### src/rtl/surfturf_cmdqueue.sv
// surfturf_cmdqueue: Wishbone-fed multi-channel AXI4-Stream command FIFOs.
// Optional per-channel drop counters: define SURFTURF_CMDQUEUE_DROPCNT_EN.
module surfturf_cmdqueue #(
  parameter int NCH        = 4,
  parameter int DATA_BITS  = 15,
  parameter int DEPTH_LOG2 = 4
) (
  input  logic                     wb_clk_i,
  input  logic                     wb_rst_n_i,
  input  logic                     wb_cyc_i,
  input  logic                     wb_stb_i,
  input  logic                     wb_we_i,
  input  logic [9:0]               wb_adr_i,
  input  logic [31:0]              wb_dat_i,
  input  logic [3:0]               wb_sel_i,
  output logic                     wb_ack_o,
  output logic                     wb_err_o,
  output logic                     wb_rty_o,
  output logic [31:0]              wb_dat_o,
  output logic [NCH*DATA_BITS-1:0] cmd_tdata,
  output logic [NCH-1:0]           cmd_tvalid,
  input  logic [NCH-1:0]           cmd_tready,
  output logic                     overflow_o
);

  localparam int DEPTH = 1 << DEPTH_LOG2;
  localparam int CW = DEPTH_LOG2 + 1;
  localparam logic [DEPTH_LOG2-1:0] P_ONE = 1;
  localparam logic [CW-1:0] C_ONE = 1;
  localparam logic [CW-1:0] C_FULL = CW'(DEPTH);

  logic ack;
  logic req;
  logic wr;
  logic [7:0] adr;
  logic [3:0] idx;
  logic data_hit;
  logic ctrl_wr;
  logic ovf_wr;
  logic [NCH-1:0] en;
  logic [NCH-1:0] ovf;
  logic [NCH-1:0] ovf_clr;
  logic [NCH-1:0] drop_v;
  logic [NCH-1:0] empty_v;
  logic [NCH-1:0] full_v;
  logic [CW-1:0] cnt_v [NCH];
  logic [15:0] dcnt_v [NCH];
  logic unused_ok;

  assign unused_ok = ^{wb_dat_i, wb_adr_i[9:8], wb_sel_i[3:2]};

  assign req = wb_cyc_i & wb_stb_i;
  assign wb_ack_o = ack & wb_cyc_i;
  assign wb_err_o = 1'b0;
  assign wb_rty_o = 1'b0;
  assign wr = req & wb_we_i & wb_ack_o;
  assign adr = wb_adr_i[7:0];
  assign idx = adr[5:2];
  assign data_hit = (adr[7:6] == 2'b01) && (adr[1:0] == 2'b00);
  assign ctrl_wr = wr & (adr == 8'h00);
  assign ovf_wr = wr & (adr == 8'h08) & wb_sel_i[0];
  assign ovf_clr = ovf_wr ? wb_dat_i[NCH-1:0] : '0;
  assign overflow_o = |ovf;

  // Single-cycle ack pulse per request
  always_ff @(posedge wb_clk_i or negedge wb_rst_n_i) begin
    if (!wb_rst_n_i) ack <= 1'b0;
    else ack <= req & ~ack;
  end

  // Channel enables
  always_ff @(posedge wb_clk_i or negedge wb_rst_n_i) begin
    if (!wb_rst_n_i) en <= '1;
    else if (ctrl_wr & wb_sel_i[1]) en <= wb_dat_i[8 +: NCH];
  end

  // Sticky overflow; a new drop beats a same-cycle clear
  always_ff @(posedge wb_clk_i or negedge wb_rst_n_i) begin
    if (!wb_rst_n_i) ovf <= '0;
    else ovf <= (ovf & ~ovf_clr) | drop_v;
  end

  for (genvar c = 0; c < NCH; c++) begin : g_ch
    logic [DEPTH_LOG2-1:0] rp;
    logic [DEPTH_LOG2-1:0] wp;
    logic [CW-1:0] cnt;
    logic [DATA_BITS-1:0] mem [DEPTH];
    logic flush;
    logic push_req;
    logic pop;
    logic push_ok;

    assign flush = ctrl_wr & wb_sel_i[0] & wb_dat_i[c];
    assign push_req = wr & data_hit & (idx == 4'(c)) & wb_sel_i[0];
    assign empty_v[c] = (cnt == '0);
    assign full_v[c] = (cnt == C_FULL);
    assign cmd_tvalid[c] = en[c] & ~empty_v[c];
    assign pop = cmd_tvalid[c] & cmd_tready[c] & ~flush;
    assign push_ok = push_req & ~flush & (~full_v[c] | pop);
    assign drop_v[c] = push_req & ~flush & full_v[c] & ~pop;
    assign cnt_v[c] = cnt;
    assign cmd_tdata[c*DATA_BITS +: DATA_BITS] =
      empty_v[c] ? '0 : mem[rp];

    // Pointer and occupancy tracking
    always_ff @(posedge wb_clk_i or negedge wb_rst_n_i) begin
      if (!wb_rst_n_i) begin
        rp <= '0;
        wp <= '0;
        cnt <= '0;
      end else if (flush) begin
        rp <= '0;
        wp <= '0;
        cnt <= '0;
      end else begin
        if (push_ok) wp <= wp + P_ONE;
        if (pop) rp <= rp + P_ONE;
        unique case ({push_ok, pop})
          2'b10: cnt <= cnt + C_ONE;
          2'b01: cnt <= cnt - C_ONE;
          default: cnt <= cnt;
        endcase
      end
    end

    // Storage array, not reset
    always_ff @(posedge wb_clk_i) begin
      if (push_ok) mem[wp] <= wb_dat_i[DATA_BITS-1:0];
    end

`ifdef SURFTURF_CMDQUEUE_DROPCNT_EN
    logic [15:0] dcnt;
    // Saturating drop counter; an increment beats a same-cycle clear
    always_ff @(posedge wb_clk_i or negedge wb_rst_n_i) begin
      if (!wb_rst_n_i) dcnt <= '0;
      else if (drop_v[c]) begin
        if (dcnt != 16'hFFFF) dcnt <= dcnt + 16'd1;
      end else if (ovf_clr[c]) dcnt <= '0;
    end
    assign dcnt_v[c] = dcnt;
`else
    assign dcnt_v[c] = '0;
`endif
  end

  // Register read mux
  always_comb begin
    wb_dat_o = '0;
    case (adr)
      8'h00: wb_dat_o[15:8] = 8'(en);
      8'h04: wb_dat_o[23:0] = {8'(cmd_tvalid), 8'(full_v), 8'(empty_v)};
      8'h08: wb_dat_o[7:0] = 8'(ovf);
      8'h0C: wb_dat_o = {8'(NCH), 8'(DATA_BITS), 8'(DEPTH_LOG2), 8'h01};
      default: begin
        for (int c = 0; c < NCH; c++) begin
          if (data_hit && (int'(idx) == c))
            wb_dat_o = {dcnt_v[c], 16'(cnt_v[c])};
        end
      end
    endcase
  end

endmodule

### config.mk
export PLATFORM = sky130hd
export DESIGN_NAME = surfturf_cmdqueue
export DESIGN_NICKNAME = d
export VERILOG_FILES = /design/src/rtl/surfturf_cmdqueue.sv
export SDC_FILE = /design/constraint.sdc
export NUM_CORES = 1
export LEC_CHECK = 0
export CAP_MARGIN = 15
export CORE_MARGIN = 2
export CORE_UTILIZATION = 35
export DETAILED_ROUTE_END_ITERATION = 16
export GPL_ROUTABILITY_DRIVEN = 1
export SETUP_SLACK_MARGIN = 0.15
export SLEW_MARGIN = 20
export SYNTH_ARGS = -nofsm -noshare
export SYNTH_HDL_FRONTEND = slang
export SYNTH_SLANG_ARGS = --single-unit
### constraint.sdc
create_clock -name wb_clk_i -period 4.38 [get_ports wb_clk_i]
set_input_delay 1.314 -clock wb_clk_i [delete_from_list [all_inputs] [get_ports wb_clk_i]]
set_output_delay 1.314 -clock wb_clk_i [all_outputs]
set_load 0.02 [all_outputs]
==> impl_metrics.xml <==
<?xml version="1.0" encoding="UTF-8"?>
<metrics>
  <group name="outcome">
    <metric name="result_of_the_run" unit="">finished clean</metric>
  </group>
  <group name="synth">
    <metric name="ys.flop_type" unit="">sky130_fd_sc_hd__edfxtp_1</metric>
    <metric name="post_synth_instance_area" unit="sq um">41300</metric>
    <metric name="synth_largest_area_cell" unit="">sky130_fd_sc_hd__edfxtp_1</metric>
    <metric name="synth_cell_type_count" unit="">59</metric>
    <metric name="synth.avg_cell_area" unit="sq um">20.6</metric>
    <metric name="yosysTopAreaCellShare" unit="">0.698</metric>
    <metric name="netlist_top_cells_area" unit="">sky130_fd_sc_hd__edfxtp_1 (70%), sky130_fd_sc_hd__mux4_2 (16%), sky130_fd_sc_hd__dfrtp_1 (3.5%)</metric>
    <metric name="count_of_flip_flops_with_a_built_in_enable_after_synthesis" unit="">960</metric>
    <metric name="netlist_instances" unit="">2004</metric>
    <metric name="synth-seq-area-share" unit="">0.735</metric>
    <metric name="synth_seq_cells" unit="">1021</metric>
    <metric name="synth.yosys.warnings" unit="">0</metric>
    <metric name="async_reset_ff_frac" unit="">0.0597</metric>
  </group>
  <group name="detailed_routing">
    <metric name="postRouteAntennaNets" unit="">0</metric>
    <metric name="routed-via-count" unit="">21100</metric>
    <metric name="post_drt_wl_per_cell" unit="um">25.5</metric>
    <metric name="drt-initial-drc-count" unit="">2110</metric>
    <metric name="per_cell_via_count_in_the_routed_design" unit="">5.26</metric>
    <metric name="detail_route.drc_violations" unit="">0</metric>
    <metric name="firstDrtPassIters" unit="">7</metric>
    <metric name="routed_wl" unit="mm">102</metric>
  </group>
  <group name="worst_hold_path">
    <metric name="hold_path_startpoint" unit="">ack</metric>
    <metric name="hold_path.class" unit="">flip-flop to flip-flop</metric>
    <metric name="hold_end" unit="">ack</metric>
    <metric name="worst_hold_path.num_cells" unit="">1</metric>
  </group>
  <group name="worst_setup_path">
    <metric name="r2r_cells" unit="">12</metric>
    <metric name="reg2reg_to" unit="">g_ch[3].cnt[4]</metric>
    <metric name="crit_type" unit="">flip-flop to output port</metric>
    <metric name="cpMaxStageDelayCell" unit="">sky130_fd_sc_hd__dfrtp_4</metric>
    <metric name="launching_point_of_the_worst_reg2reg_path" unit="">g_ch[3].cnt[1]</metric>
    <metric name="crit_fanout" unit="">8</metric>
    <metric name="cp_top_family" unit="">multiplexers</metric>
    <metric name="critical_path_arrival" unit="ps">2950</metric>
    <metric name="critical_path_buf_inv_count" unit="">5</metric>
    <metric name="timing.critical_path.slowest_cell_delay" unit="ps">560</metric>
    <metric name="cp.required" unit="ps">3070</metric>
    <metric name="endpoint_kind" unit="">output port</metric>
    <metric name="critical_path.cell_chain" unit="">buf_12, buf_12, buf_16, buf_6, mux4_2, mux4_2, nor2b_2, buf_6</metric>
    <metric name="rrSetupSlack" unit="ps">1340</metric>
    <metric name="start_kind" unit="">flip-flop</metric>
  </group>
  <group name="clock_network">
    <metric name="clock_path_buffers" unit="">3</metric>
    <metric name="cts_made_buffers" unit="">99</metric>
    <metric name="cts_num_sinks" unit="">1021</metric>
    <metric name="cts.reportedPaths.clkPinSlew" unit="ps">60</metric>
    <metric name="cts.root.buffer_cell" unit="">sky130_fd_sc_hd__clkbuf_16</metric>
    <metric name="tritoncts_clock_tree" unit="">built</metric>
    <metric name="clock_latency" unit="ps">660</metric>
    <metric name="clock_tree.htree_level_count" unit="">3</metric>
  </group>
  <group name="die">
    <metric name="floorplan.core_area" unit="sq um">118000</metric>
    <metric name="die_height" unit="um">347</metric>
    <metric name="die_w" unit="um">347</metric>
    <metric name="initial_utilization" unit="">0.351</metric>
    <metric name="die_area" unit="sq um">121000</metric>
    <metric name="io_pins" unit="">155</metric>
    <metric name="std_cell_rows" unit="">126</metric>
  </group>
  <group name="sta">
    <metric name="worst_slew_pin_slew" unit="ps">959</metric>
    <metric name="maxSlewViolCount" unit="">0</metric>
    <metric name="finalHoldViolations" unit="">0</metric>
    <metric name="grt_setup_unrepaired" unit="">yes</metric>
    <metric name="final_period_minus_worst_setup_slack" unit="ps">4270</metric>
    <metric name="timing.fmax" unit="MHz">234</metric>
    <metric name="timing.slew.headroom" unit="">0.361</metric>
    <metric name="worst_clock_skew" unit="ps">27.5</metric>
    <metric name="final.period_utilization" unit="">0.974</metric>
    <metric name="setup-violations-final" unit="">0</metric>
    <metric name="postLayoutSetupSlackWorst" unit="ps">113</metric>
  </group>
  <group name="final_layout">
    <metric name="layout.filler_cells" unit="">9939</metric>
    <metric name="final_net_count" unit="">2483</metric>
    <metric name="final_util" unit="">0.438</metric>
    <metric name="final_std_cells_w_o_fill" unit="">4011</metric>
    <metric name="syn_to_final_growth" unit="%">24.7</metric>
    <metric name="drive_above_1_share" unit="">0.380</metric>
  </group>
  <group name="placement">
    <metric name="port_buffers" unit="">113</metric>
    <metric name="detailed_place_hpwl" unit="mm">62.9</metric>
    <metric name="preCtsSetupSlack" unit="ps">-615</metric>
    <metric name="place.detailed.instances" unit="">3758</metric>
    <metric name="finalWeightedCongestion" unit="">0.879</metric>
  </group>
  <group name="pwr">
    <metric name="powerDensity" unit="nW/um^2">379</metric>
    <metric name="power.leakage" unit="nW">16.6</metric>
    <metric name="report.power.total" unit="W">0.0195</metric>
    <metric name="vdd.ir_drop.worst" unit="uV">294</metric>
  </group>
  <group name="global_route">
    <metric name="grt_remaining_overflow" unit="">0</metric>
    <metric name="grt_use_total" unit="">0.168</metric>
    <metric name="grt_first_pass_wirelength" unit="mm">149</metric>
    <metric name="grt_max_degree" unit="">67</metric>
    <metric name="number_of_global_route_vias_before_repair" unit="">21600</metric>
    <metric name="grt_antenna_before_repair" unit="">4</metric>
  </group>
  <group name="job">
    <metric name="cap_viol_max_count" unit="">0</metric>
  </group>
</metrics>
==> power by group <==
part	total, W	internal [W]	switching (W)
Combinational	0.000539	0.000210	0.000329
Sequential	0.0107	0.0107	0.0000135
Clock	0.00827	0.00472	0.00355
==> flip-flops by register name, summed over array words and instances (netlist names) <==
signal and flops:
ack 1, en 4, g_ch.cnt 20, g_ch.mem 960
g_ch.rp 16, g_ch.wp 16, ovf 4
==> cells in the final DEF (no fill, tap or decap), types with 19 or more instances in the layout <==
cell type	n
sky130_fd_sc_hd__buf_12	111
sky130_fd_sc_hd__buf_16	19
sky130_fd_sc_hd__buf_2	46
sky130_fd_sc_hd__buf_4	135
sky130_fd_sc_hd__buf_6	45
sky130_fd_sc_hd__clkbuf_1	24
sky130_fd_sc_hd__clkbuf_16	105
sky130_fd_sc_hd__clkinv_2	23
sky130_fd_sc_hd__conb_1	20
sky130_fd_sc_hd__dfrtp_1	49
sky130_fd_sc_hd__edfxtp_1	960
sky130_fd_sc_hd__ha_1	32
sky130_fd_sc_hd__inv_1	23
sky130_fd_sc_hd__mux4_2	302
sky130_fd_sc_hd__nand2_1	61
sky130_fd_sc_hd__nand3_1	35
sky130_fd_sc_hd__nor2_1	69
sky130_fd_sc_hd__nor2b_1	51
sky130_fd_sc_hd__nor2b_4	20
sky130_fd_sc_hd__nor4_2	29
sky130_fd_sc_hd__xnor2_1	21
==> cell type report <==
| type | count | area [sq um] | area share |
|---|---|---|---|
| Antenna cell | 1 | 2.50 | 0.0000486 |
| Clock buffer | 126 | 2630 | 0.0511 |
| Multi-Input combinational cell | 849 | 11000 | 0.213 |
| Sequential cell | 1021 | 30400 | 0.590 |
| Tap cell | 1536 | 1920 | 0.0373 |
| Inverter | 26 | 97.6 | 0.00190 |
| Clock inverter | 57 | 513 | 0.00996 |
| Timing Repair Buffer | 395 | 4960 | 0.0963 |
==> logic make-up after synthesis <==
family	count (synthesis)	share of synthesized area
AOI/OAI and AO/OA	81	0.0137
xor gates and xnor gates	34	0.00721
adders and majority gates	36	0.0116
buffers and inverters	153	0.0171
DFF	1021	0.735
muxes	317	0.168
other	1	0.0000908
and+or+nand+nor	361	0.0465
==> timing repair <==
item	4_1_cts	5_1_grt
hold buffers	0	0
endpoints found under the setup margin	77	55
cloned	13	4
buffers inserted	36	16
gates resized for setup	325	103
pin swaps	9	5
==> cells in the mapped netlist (all sizes together) (8+ instances only) <==
library cell  count
edfxtp          960
mux4            302
nor2b            75
nor2             73
buf              69
nand2            65
clkbuf           58
dfrtp            57
nor4             46
nand3            35
ha               32
inv              24
xnor2            21
a21oi            20
o21ai            17
nor3             13
xor2             13
mux2i            11
nand4            11
and2              8
==> how the worst max path moves through the flow <==
stage                     slack, ps          start                 end  cells past startpoint
after floorplan                 -20        wb_we_i  g_ch[2].mem[10][0]                      8
after global placement         -650    wb_adr_i[7]         wb_dat_o[8]                      9
after detailed placement       -610    wb_adr_i[7]         wb_dat_o[8]                      9
after CTS                         3  g_ch[3].rp[0]       cmd_tdata[51]                      8
after global routing             30  g_ch[3].rp[0]       cmd_tdata[51]                      8
final                           110  g_ch[3].rp[0]       cmd_tdata[51]                      8
==> routing by layer <==
layer	part of all wire	wire length (um)	global-route usage	vias up
met3	0.058	5960	0.0237	118
met2	0.48	49400	0.270	703
met5	0.00011	11	0	-
met4	0.016	1680	0.0392	2
met1	0.44	45200	0.242	11300
li1	-	-	-	9010
==> through the flow <==
step | hold WS, ps | cell area, sq um | TNS [ps]
final | 441 | 51500 | 0
after CTS | 445 | 50900 | 0
after global routing | 479 | 51500 | 0
after floorplan | 407 | 41400 | -7690
after global placement | 421 | 47000 | -11680
after detailed placement | 435 | 47000 | -11470
Power figures use the tool's default switching activity.
